File: src/rtl/half_arb_pkg.sv
`default_nettype none
// ============================================================================
// Module      : half_arb_pkg
// Description : Shared types, constants and round-robin pick function for the
//               half_mult_arbiter block.
// Revision    : 1.0 - initial release
// ============================================================================
package half_arb_pkg;

    localparam int HALF_W   = 16;
    localparam int MAX_REQ  = 8;
    localparam int TAG_ID_W = 3;   // wide enough for MAX_REQ requesters

    typedef struct packed {
        logic                valid;
        logic [TAG_ID_W-1:0] id;
    } tag_t;

    // One-hot grant: first set bit of req at or after ptr, wrapping modulo n.
    function automatic logic [MAX_REQ-1:0] rr_pick(
        input logic [MAX_REQ-1:0]  req,
        input logic [TAG_ID_W-1:0] ptr,
        input int                  n
    );
        logic [MAX_REQ-1:0] grant;
        logic               found;
        int                 idx;
        grant = '0;
        found = 1'b0;
        for (int k = 0; k < MAX_REQ; k++) begin
            idx = (int'(ptr) + k) % n;
            if ((k < n) && !found && req[idx]) begin
                grant[idx] = 1'b1;
                found      = 1'b1;
            end
        end
        return grant;
    endfunction

endpackage
`default_nettype wire

File: src/rtl/half_arb_if.sv
`default_nettype none
// ============================================================================
// Module      : half_arb_if
// Description : Requester/response bundle between the layer sequencers and
//               the shared fp16 multiplier arbiter.
// Revision    : 1.0 - initial release
// ============================================================================
interface half_arb_if
    import half_arb_pkg::*;
#(
    parameter int NUM_REQ = 4,
    parameter int ID_W    = $clog2(NUM_REQ)
);
    logic [NUM_REQ-1:0]        req_valid;
    logic [NUM_REQ-1:0]        req_ready;
    logic [NUM_REQ*HALF_W-1:0] req_a;
    logic [NUM_REQ*HALF_W-1:0] req_b;
    logic [NUM_REQ-1:0]        rsp_valid;
    logic [ID_W-1:0]           rsp_id;
    logic [HALF_W-1:0]         rsp_c;
    logic                      busy;
    logic                      tag_err;

    modport master (
        output req_valid, req_a, req_b,
        input  req_ready, rsp_valid, rsp_id, rsp_c, busy, tag_err
    );

    modport slave (
        input  req_valid, req_a, req_b,
        output req_ready, rsp_valid, rsp_id, rsp_c, busy, tag_err
    );
endinterface
`default_nettype wire

File: src/rtl/half_arb_tag_pipe.sv
`default_nettype none
// ============================================================================
// Module      : half_arb_tag_pipe
// Description : {valid,id} delay line that tracks operations through the
//               multiplier pipeline.
// Revision    : 1.0 - initial release
// ============================================================================
module half_arb_tag_pipe
    import half_arb_pkg::*;
#(
    parameter int DEPTH = 2
)
(
    input  wire logic clk,
    input  wire logic rst,
    input  wire tag_t i_d,
    output tag_t      o_q,
    output logic      o_any_valid
);
    tag_t r_stage [DEPTH];

    genvar gi;
    generate
        for (gi = 0; gi < DEPTH; gi++) begin : g_stage
            if (gi == 0) begin : g_head
                always_ff @(posedge clk or posedge rst) begin
                    if (rst) r_stage[gi] <= '0;
                    else     r_stage[gi] <= i_d;
                end
            end else begin : g_body
                always_ff @(posedge clk or posedge rst) begin
                    if (rst) r_stage[gi] <= '0;
                    else     r_stage[gi] <= r_stage[gi-1];
                end
            end
        end
    endgenerate

    always_comb begin
        o_any_valid = 1'b0;
        for (int i = 0; i < DEPTH; i++)
            o_any_valid = o_any_valid | r_stage[i].valid;
    end

    assign o_q = r_stage[DEPTH-1];

endmodule
`default_nettype wire

File: src/rtl/half_multiply.sv
`default_nettype none
// ============================================================================
// Module      : half_multiply
// Description : Two-stage pipelined fp16 multiplier, round-to-nearest-even.
//               Subnormal inputs and results flush to signed zero; NaN output
//               is the canonical quiet NaN 0x7E00.
// Revision    : 1.0 - initial release
// ============================================================================
module half_multiply
    import half_arb_pkg::*;
(
    input  wire logic              clk,
    input  wire logic              rstn,
    input  wire logic              in_valid,
    input  wire logic [HALF_W-1:0] a,
    input  wire logic [HALF_W-1:0] b,
    output logic                   out_valid,
    output logic [HALF_W-1:0]      c
);
    localparam logic [1:0] c_cls_num  = 2'd0;
    localparam logic [1:0] c_cls_zero = 2'd1;
    localparam logic [1:0] c_cls_inf  = 2'd2;
    localparam logic [1:0] c_cls_nan  = 2'd3;

    logic        w_a_zero, w_a_inf, w_a_nan, w_b_zero, w_b_inf, w_b_nan;
    logic [1:0]  w_cls;
    logic [21:0] w_prod;

    logic        r_s1_valid, r_s1_sign;
    logic [1:0]  r_s1_cls;
    logic [6:0]  r_s1_exp;
    logic [21:0] r_s1_prod;

    always_comb begin
        w_a_zero = (a[14:10] == 5'd0);
        w_b_zero = (b[14:10] == 5'd0);
        w_a_inf  = (&a[14:10]) && (a[9:0] == 10'd0);
        w_b_inf  = (&b[14:10]) && (b[9:0] == 10'd0);
        w_a_nan  = (&a[14:10]) && (a[9:0] != 10'd0);
        w_b_nan  = (&b[14:10]) && (b[9:0] != 10'd0);
        w_prod   = 22'({1'b1, a[9:0]}) * 22'({1'b1, b[9:0]});
        if (w_a_nan || w_b_nan || (w_a_inf && w_b_zero) || (w_b_inf && w_a_zero))
            w_cls = c_cls_nan;
        else if (w_a_inf || w_b_inf)
            w_cls = c_cls_inf;
        else if (w_a_zero || w_b_zero)
            w_cls = c_cls_zero;
        else
            w_cls = c_cls_num;
    end

    always_ff @(posedge clk or negedge rstn) begin
        if (!rstn) begin
            r_s1_valid <= 1'b0;
            r_s1_sign  <= 1'b0;
            r_s1_cls   <= c_cls_zero;
            r_s1_exp   <= '0;
            r_s1_prod  <= '0;
        end else begin
            r_s1_valid <= in_valid;
            if (in_valid) begin
                r_s1_sign <= a[15] ^ b[15];
                r_s1_cls  <= w_cls;
                r_s1_exp  <= {2'b00, a[14:10]} + {2'b00, b[14:10]};
                r_s1_prod <= w_prod;
            end
        end
    end

    logic        w_norm, w_guard, w_sticky;
    logic [9:0]  w_mant;
    logic [10:0] w_round;
    logic [7:0]  w_exp;
    logic [15:0] w_res;

    always_comb begin
        // Product of two 1.x significands lies in [1,4); bit 21 marks [2,4).
        w_norm   = r_s1_prod[21];
        w_mant   = w_norm ? r_s1_prod[20:11] : r_s1_prod[19:10];
        w_guard  = w_norm ? r_s1_prod[10]    : r_s1_prod[9];
        w_sticky = w_norm ? (|r_s1_prod[9:0]) : (|r_s1_prod[8:0]);
        w_round  = {1'b0, w_mant} + {10'd0, w_guard & (w_sticky | w_mant[0])};
        w_exp    = {1'b0, r_s1_exp} + {7'd0, w_norm} + {7'd0, w_round[10]};
        w_res    = {r_s1_sign, 15'd0};
        case (r_s1_cls)
            c_cls_nan:  w_res = 16'h7E00;
            c_cls_inf:  w_res = {r_s1_sign, 5'h1F, 10'd0};
            c_cls_zero: w_res = {r_s1_sign, 15'd0};
            default: begin
                if (w_exp >= 8'd46)
                    w_res = {r_s1_sign, 5'h1F, 10'd0};
                else if (w_exp <= 8'd15)
                    w_res = {r_s1_sign, 15'd0};
                else
                    w_res = {r_s1_sign, 5'(w_exp - 8'd15), w_round[9:0]};
            end
        endcase
    end

    always_ff @(posedge clk or negedge rstn) begin
        if (!rstn) begin
            out_valid <= 1'b0;
            c         <= '0;
        end else begin
            out_valid <= r_s1_valid;
            if (r_s1_valid)
                c <= w_res;
        end
    end

endmodule
`default_nettype wire

File: src/rtl/half_mult_arbiter.sv
`default_nettype none
// ============================================================================
// Module      : half_mult_arbiter
// Description : Round-robin sharing of one pipelined half_multiply among
//               NUM_REQ requesters; products are routed back by ID tag.
//               Optional macro HALF_ARB_TAG_CHECK_EN enables tag_err.
// Revision    : 1.0 - initial release
// ============================================================================
module half_mult_arbiter
    import half_arb_pkg::*;
#(
    parameter int NUM_REQ      = 4,
    parameter int MULT_LATENCY = 2,
    parameter int ID_W         = $clog2(NUM_REQ)
)
(
    input  wire logic clk,
    input  wire logic rst,
    half_arb_if.slave bus
);
    logic                r_run;
    logic [ID_W-1:0]     r_ptr;
    logic [NUM_REQ-1:0]  w_grant;
    logic [ID_W-1:0]     w_gid;
    logic [HALF_W-1:0]   w_sel_a, w_sel_b;
    logic                w_xfer;

    logic                r_iss_valid;
    logic [ID_W-1:0]     r_iss_id;
    logic [HALF_W-1:0]   r_iss_a, r_iss_b;

    tag_t                w_iss_tag, w_tail;
    logic                w_pipe_busy;
    logic                w_mult_valid;
    logic [HALF_W-1:0]   w_mult_c;
    logic [ID_W-1:0]     w_tail_id;

    // Grants are withheld for one cycle after reset so every output reads 0.
    always_ff @(posedge clk or posedge rst) begin
        if (rst) r_run <= 1'b0;
        else     r_run <= 1'b1;
    end

    always_comb begin
        w_grant = r_run ? NUM_REQ'(rr_pick(MAX_REQ'(bus.req_valid), TAG_ID_W'(r_ptr), NUM_REQ))
                        : '0;
        w_gid   = '0;
        w_sel_a = '0;
        w_sel_b = '0;
        for (int i = 0; i < NUM_REQ; i++) begin
            if (w_grant[i]) begin
                w_gid   = ID_W'(i);
                w_sel_a = bus.req_a[HALF_W*i +: HALF_W];
                w_sel_b = bus.req_b[HALF_W*i +: HALF_W];
            end
        end
        w_xfer = |(w_grant & bus.req_valid);
    end

    assign bus.req_ready = w_grant;

    always_ff @(posedge clk or posedge rst) begin
        if (rst) begin
            r_ptr <= '0;
        end else if (w_xfer) begin
            r_ptr <= (w_gid == ID_W'(NUM_REQ-1)) ? '0 : w_gid + ID_W'(1);
        end
    end

    always_ff @(posedge clk or posedge rst) begin
        if (rst) begin
            r_iss_valid <= 1'b0;
            r_iss_id    <= '0;
            r_iss_a     <= '0;
            r_iss_b     <= '0;
        end else begin
            r_iss_valid <= w_xfer;
            if (w_xfer) begin
                r_iss_id <= w_gid;
                r_iss_a  <= w_sel_a;
                r_iss_b  <= w_sel_b;
            end
        end
    end

    assign w_iss_tag = '{valid: r_iss_valid, id: TAG_ID_W'(r_iss_id)};

    half_arb_tag_pipe #(
        .DEPTH (MULT_LATENCY)
    ) u_tag_pipe (
        .clk         (clk),
        .rst         (rst),
        .i_d         (w_iss_tag),
        .o_q         (w_tail),
        .o_any_valid (w_pipe_busy)
    );

    half_multiply u_mult (
        .clk       (clk),
        .rstn      (~rst),
        .in_valid  (r_iss_valid),
        .a         (r_iss_a),
        .b         (r_iss_b),
        .out_valid (w_mult_valid),
        .c         (w_mult_c)
    );

    assign w_tail_id     = ID_W'(w_tail.id);
    assign bus.rsp_valid = w_mult_valid ? (NUM_REQ'(1) << w_tail_id) : '0;
    assign bus.rsp_id    = w_tail_id;
    assign bus.rsp_c     = w_mult_c;
    assign bus.busy      = r_iss_valid | w_pipe_busy;

`ifdef HALF_ARB_TAG_CHECK_EN
    logic r_tag_err;

    // A disagreement means MULT_LATENCY does not match the real multiplier.
    always_ff @(posedge clk or posedge rst) begin
        if (rst)
            r_tag_err <= 1'b0;
        else if (w_mult_valid != w_tail.valid)
            r_tag_err <= 1'b1;
    end

    assign bus.tag_err = r_tag_err;
`else
    assign bus.tag_err = 1'b0;
`endif

endmodule
`default_nettype wire
File: src/flat_wrapper.sv
// flat-port wrapper written by rule: the top's interface ports become plain ports
module half_mult_arbiter_flat import half_arb_pkg::*;
#(
    parameter int NUM_REQ      = 4,
    parameter int MULT_LATENCY = 2,
    parameter int ID_W         = $clog2(NUM_REQ)
)
  (clk, rst, bus_req_valid, bus_req_a, bus_req_b, bus_req_ready, bus_rsp_valid, bus_rsp_id, bus_rsp_c, bus_busy, bus_tag_err);
  half_arb_if #(.NUM_REQ(NUM_REQ), .ID_W(ID_W)) bus_i ();
  input  wire logic clk;
  input  wire logic rst;
  input wire logic [$bits(bus_i.req_valid)-1:0] bus_req_valid;
  input wire logic [$bits(bus_i.req_a)-1:0] bus_req_a;
  input wire logic [$bits(bus_i.req_b)-1:0] bus_req_b;
  output wire logic [$bits(bus_i.req_ready)-1:0] bus_req_ready;
  output wire logic [$bits(bus_i.rsp_valid)-1:0] bus_rsp_valid;
  output wire logic [$bits(bus_i.rsp_id)-1:0] bus_rsp_id;
  output wire logic [$bits(bus_i.rsp_c)-1:0] bus_rsp_c;
  output wire logic [$bits(bus_i.busy)-1:0] bus_busy;
  output wire logic [$bits(bus_i.tag_err)-1:0] bus_tag_err;
  assign bus_i.req_valid = bus_req_valid;
  assign bus_i.req_a = bus_req_a;
  assign bus_i.req_b = bus_req_b;
  assign bus_req_ready = bus_i.req_ready;
  assign bus_rsp_valid = bus_i.rsp_valid;
  assign bus_rsp_id = bus_i.rsp_id;
  assign bus_rsp_c = bus_i.rsp_c;
  assign bus_busy = bus_i.busy;
  assign bus_tag_err = bus_i.tag_err;
  half_mult_arbiter #(.NUM_REQ(NUM_REQ), .MULT_LATENCY(MULT_LATENCY), .ID_W(ID_W)) u_core (.clk(clk), .rst(rst), .bus(bus_i));
endmodule
File: config.mk
export PLATFORM = sky130hd
export DESIGN_NAME = half_mult_arbiter_flat
export DESIGN_NICKNAME = d
export VERILOG_FILES = /design/src/rtl/half_arb_pkg.sv /design/src/rtl/half_arb_if.sv /design/src/rtl/half_arb_tag_pipe.sv /design/src/rtl/half_multiply.sv /design/src/rtl/half_mult_arbiter.sv /design/src/flat_wrapper.sv
export SDC_FILE = /design/constraint.sdc
export NUM_CORES = 1
export LEC_CHECK = 0
export CAP_MARGIN = 20
export CORE_MARGIN = 2
export CORE_UTILIZATION = 55
export CTS_BUF_LIST = sky130_fd_sc_hd__clkbuf_16
export CTS_CLUSTER_SIZE = 40
export DETAILED_ROUTE_END_ITERATION = 16
export PLACE_DENSITY = 0.86
export SYNTH_ARGS = -nofsm -noshare
export SYNTH_HDL_FRONTEND = slang
export SYNTH_HIERARCHICAL = 1
export SYNTH_SLANG_ARGS = --single-unit
File: constraint.sdc
create_clock -name clk -period 15.8 [get_ports clk]
set_input_delay 2.37 -clock clk [delete_from_list [all_inputs] [get_ports clk]]
set_output_delay 2.37 -clock clk [all_outputs]
set_load 0.05 [all_outputs]
==> summary.txt <==
Run
  – Max_cap viols: 0

Timing
  – Slew HR: around 38%
  – Final Max Slew Viols: 0
  – Final Hold Viols: 0
  – Period utilization: a little over half
  – Final setup fails: 0
  – Final worst path period need: 8.49 ns
  – Final TNS setup: 0 ns
  – Max Clock Skew: around 0.009 ns
  – RSZ-0062 raised after global routing: no
  – Worst Tran Pin Value: 0.936 ns
  – Fmax: roughly 120 MHz

Finish
  – Filler instances: about 1400
  – Share of cells above drive strength 1: 7.80%
  – Fin area: ~0.012 mm²
  – NumNets Final: 1503
  – Area Overhead vs Synth: 18.6%
  – # diodes: 0
  – Core Util, Final: 66.3%

Power and ir drop
  – LEAKAGE: between 0.005 and 0.006 µW
  – Power per cell area: roughly 200 mW/mm²
  – VDD IR max: 0.000160 V
  – PnR Total Power: 2400 µW

Placed design
  – Area after DPL: 0.0116 mm²
  – HPWL Detailed: 19.2 mm
  – Gpl congestion: roughly 0.94
  – Port Buffers: between 150 and 200

Floorplanning
  – # IOs: around 160
  – Height of the chip: approximately 140 µm
  – Die area: 0.0193 mm²
  – Starting Density: 55.9%
  – Row count: 49
  – Die span in x: about 140 µm
  – CORE AREA: about 0.018 mm²

Critical path
  – CP peak stage delay: approximately 0.96 ns
  – Nature of the critical path startpoint: input pin
  – CP endpoint kind: output port
  – Crit Reg-Reg Endpoint: u_core/u_mult/r_s1_prod[21]
  – Reg2reg setup slack: slightly above 10 ns
  – Setup CP Type: in2out
  – Crit-path slowest cell: clkdlybuf4s50_1
  – Worst Path Max Fanout: 35
  – Most used cell, CP: clkdlybuf4s50_1
  – WP data required: 13.43 ns
  – Reg2Reg Depth: 17
  – Worst path arrival time: between 6 and 7 ns
  – Critical R2R Launch: u_core/r_iss_b[9]
  – CP top delay family: buffers and inverters
  – CP bufs+invs: 2
  – Critical path, cell by cell: clkdlybuf4s50_1 -> mux4_2 -> or4b_1 -> a31oi_4 -> clkdlybuf4s50_1

Clock network
  – Skew-Pair Late Insertion Delay: about 0.36 ns
  – CTS clk-pin slew, worst paths: around 0.06 ns
  – CTS root buf: clkbuf_16
  – Post-CTS Setup Bufs: 0
  – Max clock buf depth: 2
  – Post-CTS Resized: 0
  – H-tree depth: 3
  – TritonCTS clock tree: built
  – Quantity of hold-fixing buffers added after cts: 0
  – Num CTS Buffers: 9
  – Sink Count: just over 90

Route
  – Post-DRT Antenna Nets: 0
  – Via count: 8484
  – Mean number of vias per cell: just under 6
  – Final wirelength: 24.7 mm
  – DRC viols: 0
  – TritonRoute pass-1 iters: 6
  – Wirelength per Cell: between 15 and 20 µm
  – Drt first-iter violations: approximately 530

Worst hold path
  – Hold_sp: u_core/u_tag_pipe/r_stage[5]
  – Hold Path End: u_core/u_tag_pipe/o_q[1]
  – Worst min path class: reg2reg
  – Hold path depth: 0

Synth
  – Yosys warns: 6
  – Mapped cell area: 0.0100 mm²
  – Syn Area/Cell: just over 9 µm²
  – Cells after Synth: roughly 1100
  – Syn_nets: 1393

GRT
  – Grt met2 use: 44.3%
  – Antenna violations before repair: 0
  – GR Overflow Total: 0
  – Largest net degree at the start of global routing: 73
  – Vias in the first global route: 8622
  – Met3 usage: about 5.5%
  – Global Route met1 Usage: between 30 and 40%
  – Layer with the highest usage: met2
  – Total GRT Usage: 25.9%
  – Global-route wire length before repair: between 40 and 50 mm

Outcome
  – Outcome: complete, no violations
state kept, by name, summed over array words and instances, names as in the netlist:
register	flops
u_core/u_mult/r_s1_prod	22
u_core/r_iss_a	16
u_core/r_iss_b	16
u_core/u_mult/c	16
u_core/u_mult/r_s1_exp	6
u_core/u_tag_pipe/o_q	3
u_core/u_tag_pipe/r_stage	3
u_core/r_iss_id	2
u_core/r_ptr	2
u_core/u_mult/r_s1_cls	2
u_core/r_iss_valid	1
u_core/r_run	1
u_core/u_mult/out_valid	1
u_core/u_mult/r_s1_sign	1
u_core/u_mult/r_s1_valid	1
routing by layer:
metal | vias up | wire (µm)
met5 | - | 0
met4 | 0 | 676
met3 | 62 | 1710
met2 | 335 | 12200
met1 | 4107 | 10100
li1 | 3980 | -
layout by cell type (no fill, tap or decap), types with 14 or more instances in the layout:
cell type and count:
xnor2_1 17, o31ai_1 24, nand2_1 122, nand3_1 14, dfrtp_1 92, o21ai_0 27
ha_1 74, a221oi_1 32, fa_1 82, inv_1 140, mux2_2 22, and2_1 37
clkdlybuf4s50_1 160, a21oi_1 38, nor2_1 77, a21o_1 38
stage by stage:
| step | instances | setup WS (ns) | hold WS, ns |
|---|---|---|---|
| after floorplan | 1103 | 8.93 | 0.331 |
| after global placement | 1430 | 7.41 | 0.334 |
| after detailed placement | 1431 | 7.34 | 0.345 |
| after CTS | 1447 | 7.32 | 0.358 |
| after global routing | 1447 | 7.15 | 0.367 |
| final | 1447 | 7.31 | 0.358 |
how the worst max path moves through the flow:
stage / from / to / slack (ns) / cells past startpoint
floorplan: bus_req_valid[0] / bus_req_ready[3] / 8.93 / 6
global placement: bus_req_valid[3] / bus_req_ready[2] / 7.41 / 5
detailed placement: bus_req_valid[3] / bus_req_ready[2] / 7.34 / 5
CTS: bus_req_valid[3] / bus_req_ready[2] / 7.32 / 5
global route: bus_req_valid[3] / bus_req_ready[2] / 7.15 / 6
finish: bus_req_valid[3] / bus_req_ready[2] / 7.31 / 5
layout make-up:
| type | instances | area, µm² | area share, % |
|---|---|---|---|
| multi-input combinational | 801 | 6800 | 57.3 |
| sequential | 93 | 2330 | 19.6 |
| timing repair buffer | 166 | 1650 | 13.9 |
| inverter | 142 | 537 | 4.52 |
| tap | 229 | 287 | 2.41 |
| clock buffer | 9 | 225 | 1.90 |
| clock inverter | 7 | 41.3 | 0.348 |
power breakdown:
part | internal [µW] | switching [µW]
Sequential | 340 | 169
Clock | 105 | 95.4
Combinational | 708 | 980
Total | 1150 | 1240
Note: power is estimated with default switching activity, not from simulation.
==> edit, RTL diff (same settings) <==
`MULT_LATENCY` is set to 2 in 2 places; all go to 4.
--- a/src/rtl/half_mult_arbiter.sv
+++ b/src/rtl/half_mult_arbiter.sv
@@ -10,7 +10,7 @@
     import half_arb_pkg::*;
 #(
     parameter int NUM_REQ      = 4,
-    parameter int MULT_LATENCY = 2,
+    parameter int MULT_LATENCY = 4,
     parameter int ID_W         = $clog2(NUM_REQ)
 )
 (
--- a/src/flat_wrapper.sv
+++ b/src/flat_wrapper.sv
@@ -2,7 +2,7 @@
 module half_mult_arbiter_flat import half_arb_pkg::*;
 #(
     parameter int NUM_REQ      = 4,
-    parameter int MULT_LATENCY = 2,
+    parameter int MULT_LATENCY = 4,
     parameter int ID_W         = $clog2(NUM_REQ)
 )
   (clk, rst, bus_req_valid, bus_req_a, bus_req_b, bus_req_ready, bus_rsp_valid, bus_rsp_id, bus_rsp_c, bus_busy, bus_tag_err);
Function: changed (Yosys sat finds a counterexample within 10 cycles, from zero or initial values and one cycle with rst high).
==> edit against the original RTL <==
Sequential cell count grew 6. Critical path type unchanged. Clock power grew 14%. Wire length increased by 1.8%. Cell area grew 2.0%. Core utilization rose by 0.89 points. Highest routed layer unchanged. Via count shrank 1.7%. Largest power group unchanged. Setup slack improved by 430 ps. Combinational power is 9% lower. Area after synthesis increased by 1.1%. Total power decreased by 5.5%.
==> edit: results (changes against the original RTL) <==
clocking:
  cts_buffer_depth: 2  # unchanged
  cts_root_buf: "clkbuf_16"  # unchanged
  post_cts_resized: 0  # unchanged
  post_cts_buffers: 0  # unchanged
  numCtsBuffers: 9  # unchanged
  clock_latency_ps: 370
  clk_pin_slew_ps: 80  # was 60 ps
detailed_routing:
  drt_first_pass_iters: 5  # was 6
  viasPerCell: 5.83  # was 5.86
  drt_iter0_drc: 574  # was 527
  wl_per_cell_um: 17.6  # was 17.1 um
finish:
  largest_register: "u_core/u_mult/r_s1_prod"  # unchanged
  nets: 1486  # was 1503
  drive_gt1_share_pct: 9.83  # was 7.80%
  nFillCells: 1409  # was 1416
  largest_register_ffs: 22  # unchanged
global_route:
  grt_pass1_vias: 8524  # was 8622
  grt_max_degree: 88  # was 73
  grt_use_total_pct: 26.5  # was 25.9%
  antenna_found_initial: 0  # unchanged
  grt_pass1_wl_um: 41700  # was 41100 um
placed_design:
  dp_hpwl_um: 19600  # was 19200 um
  io_buffers: 160  # unchanged
  gp_congestion: 0.908  # was 0.940
synthesis:
  syn_nets: 1370  # was 1393
  ys_warn_count: 6  # unchanged
status:
  run_status: "complete, no violations"  # unchanged
critical_path:
  slowest_delay_ps: 920  # was 960 ps
  crit_fanout: 35  # unchanged
  slowest_stage: "clkdlybuf4s50_1"  # unchanged
  arrival_ps: 5690  # was 6120 ps
sta:
  timing.slew.headroom_pct: 29.5  # was 37.6%
  finalClockSkew_ps: 9.49  # was 9.19 ps
  hold_viol_final: 0  # unchanged
power_and_ir_drop:
  ir_worst_vdd_v: 0.000145  # was 0.000160 V
  p_leak_nw: 5.68  # was 5.52 nW
edit: power breakdown:
group,internal (mW),switching [mW],total [mW],leakage (nW)
Clock,0.114,0.116,0.230,0.152
Combinational,0.639,0.889,1.53,4.27
Sequential,0.353,0.154,0.507,1.26
Total,1.11,1.16,2.26,5.68
edit: routing by layer:
layer  GRT usage (%)  part of all wire, %  up-vias
li1                -                    -     3941
met1            33.7                   42     4044
met2            44.7                   48      305
met3            5.75                  6.6       51
met4            9.89                  2.9        0
met5               0                    0        -
edit: worst max-delay path: cells and delay by family:
kind,cells,cell delay [ps]
buf+inv,3,1980
compound gates,3,970
simple gates,1,370
edit: cell type report:
type / instances / area (um^2) / area share [%]
Multi-Input combinational cell: 788 / 6860 / 56.6
Sequential cell: 99 / 2480 / 20.5
Timing Repair Buffer: 168 / 1690 / 13.9
Inverter: 130 / 489 / 4.04
Tap cell: 229 / 287 / 2.37
Clock buffer: 9 / 225 / 1.86
Clock inverter: 7 / 91.3 / 0.754
edit: through the flow:
stage / instance area, um^2 / hold slack (ps) / setup WS [ps] / util, % / std cells
4_1_cts: 12100 / 355 / 7750 / 67.0 / 1428
2_1_floorplan: 10100 / 331 / 9230 / - / 1080
5_1_grt: 12100 / 362 / 7590 / 67.2 / 1430
3_5_place_dp: 11800 / 336 / 7760 / 65.2 / 1412
6_report: 12100 / 354 / 7740 / 67.2 / 1430
3_3_place_gp: 11800 / 334 / 7780 / 65.2 / 1412
edit: worst paths after layout:
check                                                     endpoint  depth (start not counted)  slack [ps]                                   start
hold reg to reg                 u_core/u_tag_pipe/o_q[0]$_DFF_PP0_                          0         350  u_core/u_tag_pipe/r_stage[4]$_DFF_PP0_
hold / removal                  u_core/u_tag_pipe/o_q[0]$_DFF_PP0_                          0         350  u_core/u_tag_pipe/r_stage[4]$_DFF_PP0_
min in group asynchronous   u_core/u_tag_pipe/r_stage[5]$_DFF_PP0_                          2        2350                                     rst
setup / recovery                                  bus_req_ready[3]                          7        7740                        bus_req_valid[2]
setup reg to reg           u_core/u_mult/r_s1_prod[17]$_DFFE_PN0P_                         17       10230           u_core/r_iss_b[9]$_DFFE_PP0P_
max in group asynchronous    u_core/u_mult/r_s1_cls[0]$_DFFE_PN1P_                          4       12700                                     rst
